### src/rtl/la_pkg.sv
`default_nettype none
// ============================================================================
// Module      : la_pkg
// Description : Shared constants and capture FSM state type for the logic
//               analyser capture path, sample buffer and host link.
// Revision    : 1.0 - initial release
// ============================================================================
package la_pkg;

  localparam int LA_ADDR_W = 13;
  localparam int LA_DATA_W = 8;
  localparam int LA_DEPTH  = 1 << LA_ADDR_W;

  typedef enum logic [2:0] {
    S_IDLE     = 3'd0,
    S_ARMED    = 3'd1,
    S_POST     = 3'd2,
    S_RD_ISSUE = 3'd3,
    S_RD_WAIT  = 3'd4,
    S_DONE     = 3'd5
  } cap_state_t;

  // Capture or readout in progress; ARM is not honoured in these states.
  function automatic logic state_is_busy(input cap_state_t s);
    return (s == S_ARMED) || (s == S_POST) ||
           (s == S_RD_ISSUE) || (s == S_RD_WAIT);
  endfunction

endpackage
`default_nettype wire

### src/rtl/la_trig_match.sv
`default_nettype none
// ============================================================================
// Module      : la_trig_match
// Description : Combinational masked pattern compare. A probe bit only takes
//               part in the compare where its mask bit is set, so an all-zero
//               mask matches every sample.
// Revision    : 1.0 - initial release
// ============================================================================
module la_trig_match #(
  parameter int DATA_W = 8
) (
  input  logic [DATA_W-1:0] probe_i,
  input  logic [DATA_W-1:0] trig_mask_i,
  input  logic [DATA_W-1:0] trig_value_i,
  output logic              hit_o
);

  // Any masked bit that differs from the required value kills the match.
  always_comb begin
    hit_o = (((probe_i ^ trig_value_i) & trig_mask_i) == '0);
  end

endmodule
`default_nettype wire

### src/rtl/la_capture_ctrl.sv
`default_nettype none
// ============================================================================
// Module      : la_capture_ctrl
// Description : Writes probe samples into the sample buffer as a circular
//               history, waits for a masked trigger, records a programmed
//               number of post-trigger samples and then streams the captured
//               window, oldest sample first, over a valid/ready link. The
//               buffer's one-cycle read latency is absorbed by a two-step
//               issue/wait readout.
// Revision    : 1.0 - initial release
// ============================================================================
module la_capture_ctrl
  import la_pkg::*;
#(
  parameter int ADDR_W = LA_ADDR_W,
  parameter int DATA_W = LA_DATA_W
) (
  input  logic              clk,
  input  logic              rst_n,
  input  logic              arm_i,
  input  logic              sample_en_i,
  input  logic [DATA_W-1:0] probe_i,
  input  logic [DATA_W-1:0] trig_mask_i,
  input  logic [DATA_W-1:0] trig_value_i,
  input  logic [ADDR_W-1:0] post_count_i,
  output logic              ram_en_o,
  output logic              ram_we_o,
  output logic [ADDR_W-1:0] ram_addr_o,
  output logic [DATA_W-1:0] ram_din_o,
  input  logic [DATA_W-1:0] ram_dout_i,
  output logic              rd_valid_o,
  output logic [DATA_W-1:0] rd_data_o,
  output logic              rd_last_o,
  input  logic              rd_ready_i,
  output logic              busy_o,
  output logic              triggered_o,
  output logic              done_o
);

  // Full-buffer fill count and unit steps, sized to avoid width mixing.
  localparam logic [ADDR_W:0]   DEPTH_C = {1'b1, {ADDR_W{1'b0}}};
  localparam logic [ADDR_W:0]   CNT_ONE = {{ADDR_W{1'b0}}, 1'b1};
  localparam logic [ADDR_W-1:0] PTR_ONE = {{(ADDR_W-1){1'b0}}, 1'b1};

  cap_state_t        state_q,     state_d;
  logic [ADDR_W-1:0] wr_ptr_q,    wr_ptr_d;
  logic [ADDR_W:0]   fill_cnt_q,  fill_cnt_d;
  logic [ADDR_W-1:0] post_rem_q,  post_rem_d;
  logic [ADDR_W-1:0] rd_ptr_q,    rd_ptr_d;
  logic [ADDR_W:0]   rd_cnt_q,    rd_cnt_d;
  logic              rd_valid_q,  rd_valid_d;
  logic [DATA_W-1:0] rd_data_q,   rd_data_d;
  logic              rd_last_q,   rd_last_d;
  logic              triggered_q, triggered_d;

  logic              trig_hit;
  logic              start_rd;

  la_trig_match #(
    .DATA_W (DATA_W)
  ) u_trig_match (
    .probe_i      (probe_i),
    .trig_mask_i  (trig_mask_i),
    .trig_value_i (trig_value_i),
    .hit_o        (trig_hit)
  );

  // State, pointer, counter and readout registers with synchronous reset.
  always_ff @(posedge clk) begin
    if (!rst_n) begin
      state_q     <= S_IDLE;
      wr_ptr_q    <= '0;
      fill_cnt_q  <= '0;
      post_rem_q  <= '0;
      rd_ptr_q    <= '0;
      rd_cnt_q    <= '0;
      rd_valid_q  <= 1'b0;
      rd_data_q   <= '0;
      rd_last_q   <= 1'b0;
      triggered_q <= 1'b0;
    end else begin
      state_q     <= state_d;
      wr_ptr_q    <= wr_ptr_d;
      fill_cnt_q  <= fill_cnt_d;
      post_rem_q  <= post_rem_d;
      rd_ptr_q    <= rd_ptr_d;
      rd_cnt_q    <= rd_cnt_d;
      rd_valid_q  <= rd_valid_d;
      rd_data_q   <= rd_data_d;
      rd_last_q   <= rd_last_d;
      triggered_q <= triggered_d;
    end
  end

  // Next-state logic and buffer port drive; buffer outputs depend only on
  // registered state so RD_READY never reaches the RAM pins.
  always_comb begin
    state_d     = state_q;
    wr_ptr_d    = wr_ptr_q;
    fill_cnt_d  = fill_cnt_q;
    post_rem_d  = post_rem_q;
    rd_ptr_d    = rd_ptr_q;
    rd_cnt_d    = rd_cnt_q;
    rd_valid_d  = rd_valid_q;
    rd_data_d   = rd_data_q;
    rd_last_d   = rd_last_q;
    triggered_d = triggered_q;
    start_rd    = 1'b0;
    ram_en_o    = 1'b0;
    ram_we_o    = 1'b0;
    ram_addr_o  = '0;

    unique case (state_q)
      S_IDLE, S_DONE: begin
        if (arm_i) begin
          state_d     = S_ARMED;
          wr_ptr_d    = '0;
          fill_cnt_d  = '0;
          post_rem_d  = post_count_i;
          rd_ptr_d    = '0;
          rd_cnt_d    = '0;
          rd_valid_d  = 1'b0;
          rd_last_d   = 1'b0;
          triggered_d = 1'b0;
        end
      end

      S_ARMED, S_POST: begin
        ram_addr_o = wr_ptr_q;
        if (sample_en_i) begin
          ram_en_o   = 1'b1;
          ram_we_o   = 1'b1;
          wr_ptr_d   = wr_ptr_q + PTR_ONE;
          fill_cnt_d = (fill_cnt_q == DEPTH_C) ? fill_cnt_q
                                               : fill_cnt_q + CNT_ONE;
          if (state_q == S_ARMED) begin
            // The trigger sample itself is kept as part of the window.
            if (trig_hit) begin
              triggered_d = 1'b1;
              if (post_rem_q == '0) begin
                start_rd = 1'b1;
              end else begin
                state_d = S_POST;
              end
            end
          end else begin
            post_rem_d = post_rem_q - PTR_ONE;
            if (post_rem_q == PTR_ONE) begin
              start_rd = 1'b1;
            end
          end
        end
      end

      S_RD_ISSUE: begin
        ram_en_o   = 1'b1;
        ram_addr_o = rd_ptr_q;
        state_d    = S_RD_WAIT;
      end

      S_RD_WAIT: begin
        if (!rd_valid_q) begin
          // Buffer data for the read issued last cycle is on RAM_DOUT now.
          rd_valid_d = 1'b1;
          rd_data_d  = ram_dout_i;
          rd_last_d  = (rd_cnt_q == CNT_ONE);
        end else if (rd_ready_i) begin
          rd_valid_d = 1'b0;
          rd_last_d  = 1'b0;
          rd_ptr_d   = rd_ptr_q + PTR_ONE;
          rd_cnt_d   = rd_cnt_q - CNT_ONE;
          state_d    = rd_last_q ? S_DONE : S_RD_ISSUE;
        end
      end

      default: begin
        state_d = S_IDLE;
      end
    endcase

    // Window is the newest fill_cnt samples including this cycle's write;
    // a full buffer gives len low bits of zero so start equals wr_ptr.
    if (start_rd) begin
      state_d  = S_RD_ISSUE;
      rd_ptr_d = wr_ptr_d - fill_cnt_d[ADDR_W-1:0];
      rd_cnt_d = fill_cnt_d;
    end
  end

  assign ram_din_o   = probe_i;
  assign rd_valid_o  = rd_valid_q;
  assign rd_data_o   = rd_data_q;
  assign rd_last_o   = rd_last_q;
  assign triggered_o = triggered_q;
  assign busy_o      = state_is_busy(state_q);
  assign done_o      = (state_q == S_DONE);

endmodule
`default_nettype wire

### config.mk
export PLATFORM = sky130hd
export DESIGN_NAME = la_capture_ctrl
export DESIGN_NICKNAME = d
export VERILOG_FILES = /design/src/rtl/la_pkg.sv /design/src/rtl/la_trig_match.sv /design/src/rtl/la_capture_ctrl.sv
export SDC_FILE = /design/constraint.sdc
export NUM_CORES = 1
export LEC_CHECK = 0
export CORE_ASPECT_RATIO = 0.8
export CORE_MARGIN = 5
export CORE_UTILIZATION = 45
export DETAILED_ROUTE_END_ITERATION = 10
export PLACE_DENSITY = 0.73
export SLEW_MARGIN = 20
export SYNTH_ARGS = -nofsm -noshare
export SYNTH_HDL_FRONTEND = slang
export SYNTH_SLANG_ARGS = --single-unit
### constraint.sdc
create_clock -name clk -period 3.55 [get_ports clk]
set_input_delay 0.71 -clock clk [delete_from_list [all_inputs] [get_ports clk]]
set_output_delay 0.71 -clock clk [all_outputs]
set_load 0.1 [all_outputs]
==> metrics.yaml <==
synth_ff_type: "dfxtp_1"
met2_usage_pct: 37.4
max_slew.worst_pin.slew_ns: 0.995
whs_path_depth: 2
synthMuxAreaShare_pct: 1.12
cp_slowest_stage_delay_ns: 0.40
avgSynthCellArea_sq_um: 7.52
syn_to_final_growth_pct: 32.7
crit_chain: "dlygate4sd2_1 -> o21ba_2 -> o211ai_1 -> buf_4 -> o21ai_0 -> o21ai_1 -> ha_4 -> nor2b_1 -> o21ai_1 -> o21ai_1 -> a21o_1 -> a22o_1 -> mux2i_1 -> o311a_1"
period_needed_ns: 3.41
ys_ff_latch: 81
netlist_instances: 745
cts_sinks: 81
yosysUniqueCellTypes: 73
yosys-top-cells-area: "dfxtp_1 (29%), a21oi_1 (6.0%), o21ai_0 (4.7%)"
num_vias: 6139
drive_gt1_share_pct: 17.5
yosys.area_share.adder_pct: 4.82
final_area_sq_mm: 0.00743
cp_common_cell: "o21ai_1"
grt_pass1_wl_mm: 29.0
cellPowerDensity_mw_per_mm2: 599
rows: 36
wl_per_cell_um: 17.8
core_sq_mm: 0.0122
synthSimpleGateAreaFrac_pct: 25.7
placed_cell_area_sq_mm: 0.00704
grt_use_met1_pct: 35.1
power_leakage_uw: 0.00291
place_congestion: 0.955
required_ns: 3.78
slowest_stage: "o211ai_1"
worstSetupStartpointType: "primary input"
first_pass_iters: 6
synth-xor-area-share_pct: 4.82
pre_cts_ws_ns: -0.484
slew_headroom_pct: 33.1
synth_top_area_cell: "dfxtp_1"
ant_nets: 0
antenna_cells: 0
yosysTopAreaCellShare_pct: 28.9
vias_per_cell: 5.90
multi_input_area_sq_mm: 0.00370
ff_latch_area_sq_mm: 0.00162
wl_mm: 18.5
nets: 936
initial_utilization_pct: 45.9
synth_compound_area_share_pct: 28.2
mappedNetlistNets: 816
report.final.slew_viol_count: 0
clk_latency_ns: 0.34
skew_ns: 0.00595
min_path_type: "reg -> reg"
cts_tree: "done"
clk_pin_slew_ns: 0.06
busiest_layer: "met2"
max_freq_mhz: 293
grt_usage_pct: 24.6
gr-total-overflow: 0
synthArstFlopShare_pct: 0
dp_hpwl_mm: 13.7
cts-hold-fix-buffers: 0
antenna_found_initial: 0
setup_viol: 0
drt-initial-drc-count: 672
grt.met3_usage_pct: 7.14
drc_errors: 0
num-fill-cells: 1069
ys_seq_area_share_pct: 28.9
io_pins: 86
endpoint_kind: "flop"
cap_violations: 0
h-tree-depth: 3
period_share_pct: 96.2
yosys_warnings: 0
die-area_sq_mm: 0.0148
syn-cell-area_sq_mm: 0.00560
worstSetupPathType: "in -> reg"
layout_setup_ws_ns: 0.136
status: "finished, final reports clean"
peakVddDrop_mv: 0.288
grt_max_degree: 27
cts_buffers: 9
synth_common_cells: "dfxtp_1 (81), nor2_1 (68), a21oi_1 (67)"
dieHeight_um: 110
die_width_um: 135
port_buffers: 85
grt_pass1_vias: 5602
synth_top_family_by_area: "compound AO/OA/AOI/OAI gates"
finalHoldViolCount: 0
worstPathMaxFanout: 4
clockRootBuffer: "clkbuf_16"
cts_buffer_depth: 2
synth_edf_count: 0
final_util_pct: 60.9
r2r_cells: 16
cp.arrival_ns: 3.65
yosysMostFrequentCell: "dfxtp_1"
what timing repair did:
action / 4_1_cts / 5_1_grt
buffers inserted: 0 / 4
pin swaps: 1 / 8
gates resized for setup: 2 / 17
endpoints found under the hold margin: 0 / 0
endpoints found under the setup margin: 6 / 6
path summary, 6_finish.rpt:
check / to / slack [ns] / startpoint
worst max-delay path: rd_ptr_q[10] / 0.14 / arm_i
worst min-delay path: rd_data_o[2] / 0.46 / rd_data_o[2]
worst max register to register: rd_ptr_q[10] / 0.19 / fill_cnt_q[0]
worst min register to register: rd_data_o[2] / 0.46 / rd_data_o[2]
cells by family after synthesis:
family / Yosys count
AO/OA/AOI/OAI: 246
XOR/XNOR: 30
adder cells (fa/ha/maj): 21
buffers and inverters: 80
flip-flops: 81
multiplexers: 6
AND/OR/NAND/NOR: 281
metrics by stage:
| stage | instances | hold slack [ns] | setup TNS [ns] | power, uW |
|---|---|---|---|---|
| floorplan | 745 | 0.455 | -0.311 | 2770 |
| global placement | 1021 | 0.441 | -2.12 | 3370 |
| detailed placement | 1021 | 0.451 | -2.99 | 3430 |
| CTS | 1036 | 0.461 | 0 | 4390 |
| global route | 1040 | 0.481 | -0.0712 | 4720 |
| finish | 1040 | 0.458 | 0 | 4450 |
sequential cells by signal, indices dropped and copies added (netlist names), 3 cells and up:
signal      flops
fill_cnt_q     14
rd_cnt_q       14
post_rem_q     13
rd_ptr_q       13
wr_ptr_q       13
rd_data_o       8
state_q         3
critical path: cells and delay by family:
kind,cells,cell delay [ns]
AND/OR/NAND/NOR,1,0.13
adder cells (fa/ha/maj),1,0.26
buffers and inverters,2,0.48
multiplexers,1,0.12
AO/OA/AOI/OAI,9,1.94
layer usage:
metal | vias to the layer above | wire, um
met2 | 297 | 7910
met1 | 2874 | 8280
met3 | 22 | 2070
li1 | 2946 | -
met5 | - | 0
met4 | 0 | 226
placed cells by master, fill, tap and decap left out, types with 9 or more instances in the layout:
master,instances
xnor2_1,11
dfxtp_1,80
nor2_1,66
and3_1,14
buf_12,11
o21ai_1,20
a31oi_1,18
clkbuf_16,9
a22o_1,18
ha_1,18
o21ai_0,47
nand4_1,13
nor3_1,17
clkdlybuf4s50_1,58
buf_4,91
nor4_1,9
inv_1,26
nand2_1,66
a21o_1,9
and2_1,21
a22oi_1,9
nand3_1,29
a21oi_1,66
xor2_1,18
cell type report:
type | instances | share of cell area [%]
multi-input cells | 584 | 49.8
flip-flops and latches | 81 | 21.8
repair buffers | 161 | 20.1
clock buffers | 12 | 3.45
well taps | 171 | 2.88
inverters | 28 | 1.41
clock inverters | 3 | 0.539
power by group:
group | switching (uW) | leakage, uW | internal [uW]
registers | 130 | 0.000657 | 1030
clock network | 364 | 0.000148 | 577
logic | 1460 | 0.00211 | 900
Note: power is estimated with default switching activity, not from simulation.
==> edit 1, RTL diff (same settings) <==
`rd_data_q` no longer has a reset.
--- a/src/rtl/la_capture_ctrl.sv
+++ b/src/rtl/la_capture_ctrl.sv
@@ -75,7 +75,6 @@
       rd_ptr_q    <= '0;
       rd_cnt_q    <= '0;
       rd_valid_q  <= 1'b0;
-      rd_data_q   <= '0;
       rd_last_q   <= 1'b0;
       triggered_q <= 1'b0;
     end else begin
@@ -86,10 +85,13 @@
       rd_ptr_q    <= rd_ptr_d;
       rd_cnt_q    <= rd_cnt_d;
       rd_valid_q  <= rd_valid_d;
-      rd_data_q   <= rd_data_d;
       rd_last_q   <= rd_last_d;
       triggered_q <= triggered_d;
     end
+  end
+
+  always_ff @(posedge clk) begin
+    rd_data_q <= rd_data_d;
   end
 
   // Next-state logic and buffer port drive; buffer outputs depend only on
Check against the original RTL: not equivalent (Yosys sat finds a counterexample within 10 cycles, from zero or initial values and one cycle with rst_n low; the reset may be asserted at any time).
==> edit 1 against the original RTL <==
  * Design area up 0.93%
  * Non-clock buffer count is 12 higher
  * Worst setup slack worse by 22 ps
  * Fmax down 0.63%
  * First-iteration DRC count shrank 21%
  * Sequential share of layout area increased by 0.92 points
  * Hold slack better by 47 ps
  * Wire length shrank 0.16%
  * Sequential cell count stayed put
  * Power down 6.4%
  * Area after synthesis down 0.98%
  * Largest cell class unchanged
  * Largest power group unchanged
  * Highest routed layer unchanged
==> edit 1: results (changes against the original RTL) <==
| Metric | Value |
|---|---|
| Met2 Routed Length | 8377 um (+5.9%) |
| Status | finished clean |
| Largest net degree at the start of global routing | 52 (+93%) |
| Syn nets | 787 (-3.6%) |
| Total Routing Usage GR | 24.55% (-0.059 points) |
| R2r setup slk | 110 ps (-80 ps) |
| IO Port Bufs | 85 (unchanged) |
| Placer congestion estimate | 0.9394 (-1.6%) |
| DRT iter0 DRCs | 530 (-21%) |
| Routed WL | 18460 um (-0.16%) |
| Layout cell share with drive strength beyond 1 | 19.70% (+2.2 points) |
| Post-synth EDFFs | 8 (+8) |
| Grt met1 use | 31.07% (-4.0 points) |
| Worst Tran Pin Value | 983.1 ps (-11.76 ps) |
| Slowest CP cell | or4_1 |
| Met1 Wirelength | 7734 um (-6.6%) |
| Xor/xnor share of the synthesized area | 4.263% (-0.56 points) |
| Initial antenna violation count | 0 (unchanged) |
| Worst EP arrival | 3640 ps (about the same) |
| Max Freq | 291.1 MHz (-0.63%) |
| PostCTS Resize Cnt | 5 (+3) |
| Mean Syn Cell Area | 7.747 um^2 (+3.0%) |
| Complex-gate fraction of the synthesized area | 28.31% (+0.12 points) |
| Nets | 919 (-1.8%) |
| Sequential share of the synthesized area | 30.68% (+1.7 points) |
| Peak VDD IR | 0.2491 mV (-14%) |
| # fillers | 1021 (-4.5%) |
| First-pass GRT wire length | 29150 um (+0.67%) |
| Unique masters post-synth | 76 (+4.1%) |
| Leakage | 0.002901 uW (-0.39%) |
| Number of global-route vias before repair | 5801 (+3.6%) |
| Met2 GRT Util | 40.66% (+3.3 points) |
| Worst setup path start | fill_cnt_q[1] |
| Final Skew | 6.037 ps (+0.08557 ps) |
| WL met3 | 1789 um (-14%) |
| Post-CTS Setup Inserts | 1 (+1) |
| Grt met3 use | 6.084% (-1.1 points) |
| Top cells by count, synth | 84 x nor2_1, 73 x dfxtp_1, 67 x o21ai_0, 66 x nand2_1, 44 x a21oi_1 |
| Hpwl dp | 13220 um (-3.8%) |
| Pre-antenna DRT Iters | 5 (-1) |
| Post-Synth Adder-Cell Area | 4.873% (+0.048 points) |
| CP Max Fanout | 6 (+2) |
| Largest cells by area after synthesis | dfxtp_1 26%, o21ai_0 6.0%, nor2_1 5.7%, ha_1 4.5%, nand2_1 4.5% |
| Setup crit end | rd_ptr_q[12] |
| Net Sw Frac | 42.81% (-1.0 points) |
| Dpl ws | -403.4 ps (+80.84 ps) |
| Post-synth ARST share | 0% (unchanged) |
| Post-synthesis mux area share | 0.9249% (-0.19 points) |
| Finished Layout Cells | 1005 (-3.4%) |
edit 1: power by group through the flow:
stage	clock network, uW	logic (uW)	registers [uW]
final	952	2080	1130
after detailed placement	0	2000	1150
after CTS	964	2020	1130
after global placement	0	1950	1140
after floorplan	0	1360	1160
after global routing	996	2260	1150
edit 1: worst min path at each step:
stage | start | end | slack [ps] | cells past startpoint
floorplan | post_rem_q[9] | post_rem_q[9] | 460 | 2
global placement | post_rem_q[9] | post_rem_q[9] | 480 | 2
detailed placement | triggered_o | triggered_o | 490 | 2
CTS | rd_cnt_q[12] | rd_cnt_q[12] | 510 | 2
global route | rd_cnt_q[12] | rd_cnt_q[12] | 530 | 2
finish | rd_cnt_q[12] | rd_cnt_q[12] | 500 | 2
edit 1: area by class of cell:
cell class	instances	area, um^2	area share [%]
inverter	22	82.58	1.101
clock inverter	6	67.56	0.9004
multi-input combinational	561	3588	47.82
clock buffer	10	229.0	3.052
timing repair buffer	173	1639	21.84
tap	152	190.2	2.535
sequential	81	1707	22.74
==> edit 2, RTL diff (config.mk and constraints unchanged) <==
Made on the original files. The package constant `LA_DATA_W` goes from 8 to 12.
--- a/src/rtl/la_pkg.sv
+++ b/src/rtl/la_pkg.sv
@@ -8,7 +8,7 @@
 package la_pkg;
 
   localparam int LA_ADDR_W = 13;
-  localparam int LA_DATA_W = 8;
+  localparam int LA_DATA_W = 12;
   localparam int LA_DEPTH  = 1 << LA_ADDR_W;
 
   typedef enum logic [2:0] {
Interface: changed (6 resized); port bits go from 86 to 110. No check against the original RTL was run, so the function may have changed too.
==> edit 2 against the original RTL <==
  * Wire length grew 15%
  * Largest cell class unchanged
  * Critical path depth grew 1
  * Via count up 8.5%
  * Fmax increased by 1.3%
  * Area after synthesis is 5.1% higher
  * Design area rose by 11%
  * Count of clock-buffer cells in the layout is 3 lower
  * Sequential cell count up 4
  * Worst setup slack improved by 44 ps
  * Critical endpoint is now rd_ptr_q[8]
Power is not compared: it rests on default switching activity, and its combinational part moved more than twofold at a synthesized area within 25%.
==> edit 2: results (changes against the original RTL) <==
| Metric | Value |
|---|---|
| Met2 GRT Util | 39.73% (+2.4 points) |
| # fillers | 1167 (+9.2%) |
| First-pass GRT wire length | 33290 um (+15%) |
| DRT iter0 DRCs | 721 (+7.3%) |
| Routed WL | 21170 um (+15%) |
| Placer congestion estimate | 0.9295 (-2.6%) |
| Largest cells by area after synthesis | dfxtp_1 29%, a21oi_1 6.1%, nand2_1 5.0%, o21ai_0 4.9%, nor2_1 4.8% |
| Layout cell share with drive strength beyond 1 | 20.21% (+2.7 points) |
| Complex-gate fraction of the synthesized area | 28.88% (+0.69 points) |
| Critical R2R Capture | rd_ptr_q[8] |
| Worst Tran Pin Value | 1002 ps (+6.837 ps) |
| Grt met3 use | 5.645% (-1.5 points) |
| Syn nets | 875 (+7.2%) |
| Worst setup path start | state_q[2] |
| CP Max Fanout | 7 (+3) |
| Total Routing Usage GR | 26.99% (+2.4 points) |
| Post-Synth Adder-Cell Area | 4.590% (-0.23 points) |
| Hpwl dp | 16160 um (+18%) |
| Worst EP arrival | 3600 ps (-50 ps) |
| Sequential share of the synthesized area | 28.90% (-0.049 points) |
| Pre-antenna DRT Iters | 7 (+1) |
| Unique masters post-synth | 72 (-1.4%) |
| Status | finished clean |
| Nets | 1037 (+11%) |
| HP Start | rd_data_o[5] |
| Grt met1 use | 40.62% (+5.5 points) |
| Largest net degree at the start of global routing | 36 (+33%) |
[edit 2: cell count changes after synthesis, sizes merged, moves of 7 or more]
| cell | change |
|---|---|
| nor2 | +7 |
| xnor2 | -8 |
| clkbuf | +8 |
| o21ai | -7 |
| or3 | +9 |
| nand2 | +13 |
| a22oi | +8 |
[edit 2: per-stage QoR]
step | utilization (%) | setup TNS (ps) | instances | setup slack (ps) | area, um^2
floorplan | - | -99.38 | 788 | -99.38 | 5934
global placement | 60.72 | -2570 | 1106 | -448.1 | 7786
detailed placement | 60.72 | -2697 | 1106 | -497.5 | 7786
CTS | 63.27 | -21.05 | 1122 | -21.05 | 8114
global route | 64.25 | 0 | 1130 | 6.893 | 8239
finish | 64.25 | 0 | 1130 | 179.9 | 8239
[edit 2: worst max-delay path, cell delays in order (launching register included)]
cell and delay (ps):
dfxtp_1 530, clkinvlp_4 310, o221a_4 380, o21ai_1 120, nor2_1 80, nor2_2 140, ha_2 210, fa_2 210
nor2b_1 50, o31a_1 260, o211ai_1 210, a21boi_2 120, buf_4 150, or3_1 290, nand3_1 120, a21oi_1 70
[edit 2: area by class of cell]
class | instances | share of cell area, %
multi-input cells | 619 | 47.93
repair buffers | 211 | 24.13
flip-flops and latches | 85 | 20.65
clock buffers | 9 | 2.733
well taps | 175 | 2.658
inverters | 24 | 1.139
clock inverters | 7 | 0.7593
[edit 2: cells by family (layout without fill, tap and decap cells)]
logic type	after synthesis	after routing
flip-flops	85	85
multiplexers	5	5
buffers and inverters	84	251
AND/OR/NAND/NOR	304	304
adder cells (fa/ha/maj)	21	21
AO/OA/AOI/OAI	262	262
XOR/XNOR	27	27
[edit 2: repair_timing]
| action | in CTS | in global routing |
|---|---|---|
| endpoints found under the setup margin | 5 | 8 |
| gates resized for setup | 7 | 19 |
| buffers inserted | 0 | 8 |
| pin swaps | 0 | 5 |
[edit 2: how the worst min path moves through the flow]
stage                               to  slack [ps]  cells past startpoint
after global placement    rd_data_o[0]         440                      2
after CTS                 rd_data_o[2]         460                      2
after floorplan           rd_cnt_q[11]         440                      2
after global routing      rd_data_o[5]         480                      2
after detailed placement  rd_data_o[2]         450                      2
final                     rd_data_o[5]         460                      2
[edit 2: metal layers]
layer	wire [um]	up-vias
met3	1723	31
met2	9358	304
met4	201	2
met5	7	-
met1	9882	3131
li1	-	3191
[edit 2: power by group]
| part | internal (uW) | switching, uW |
|---|---|---|
| Combinational | 365 | 533 |
| Sequential | 984 | 34.9 |
| Clock | 493 | 438 |
| Total | 1840 | 1010 |
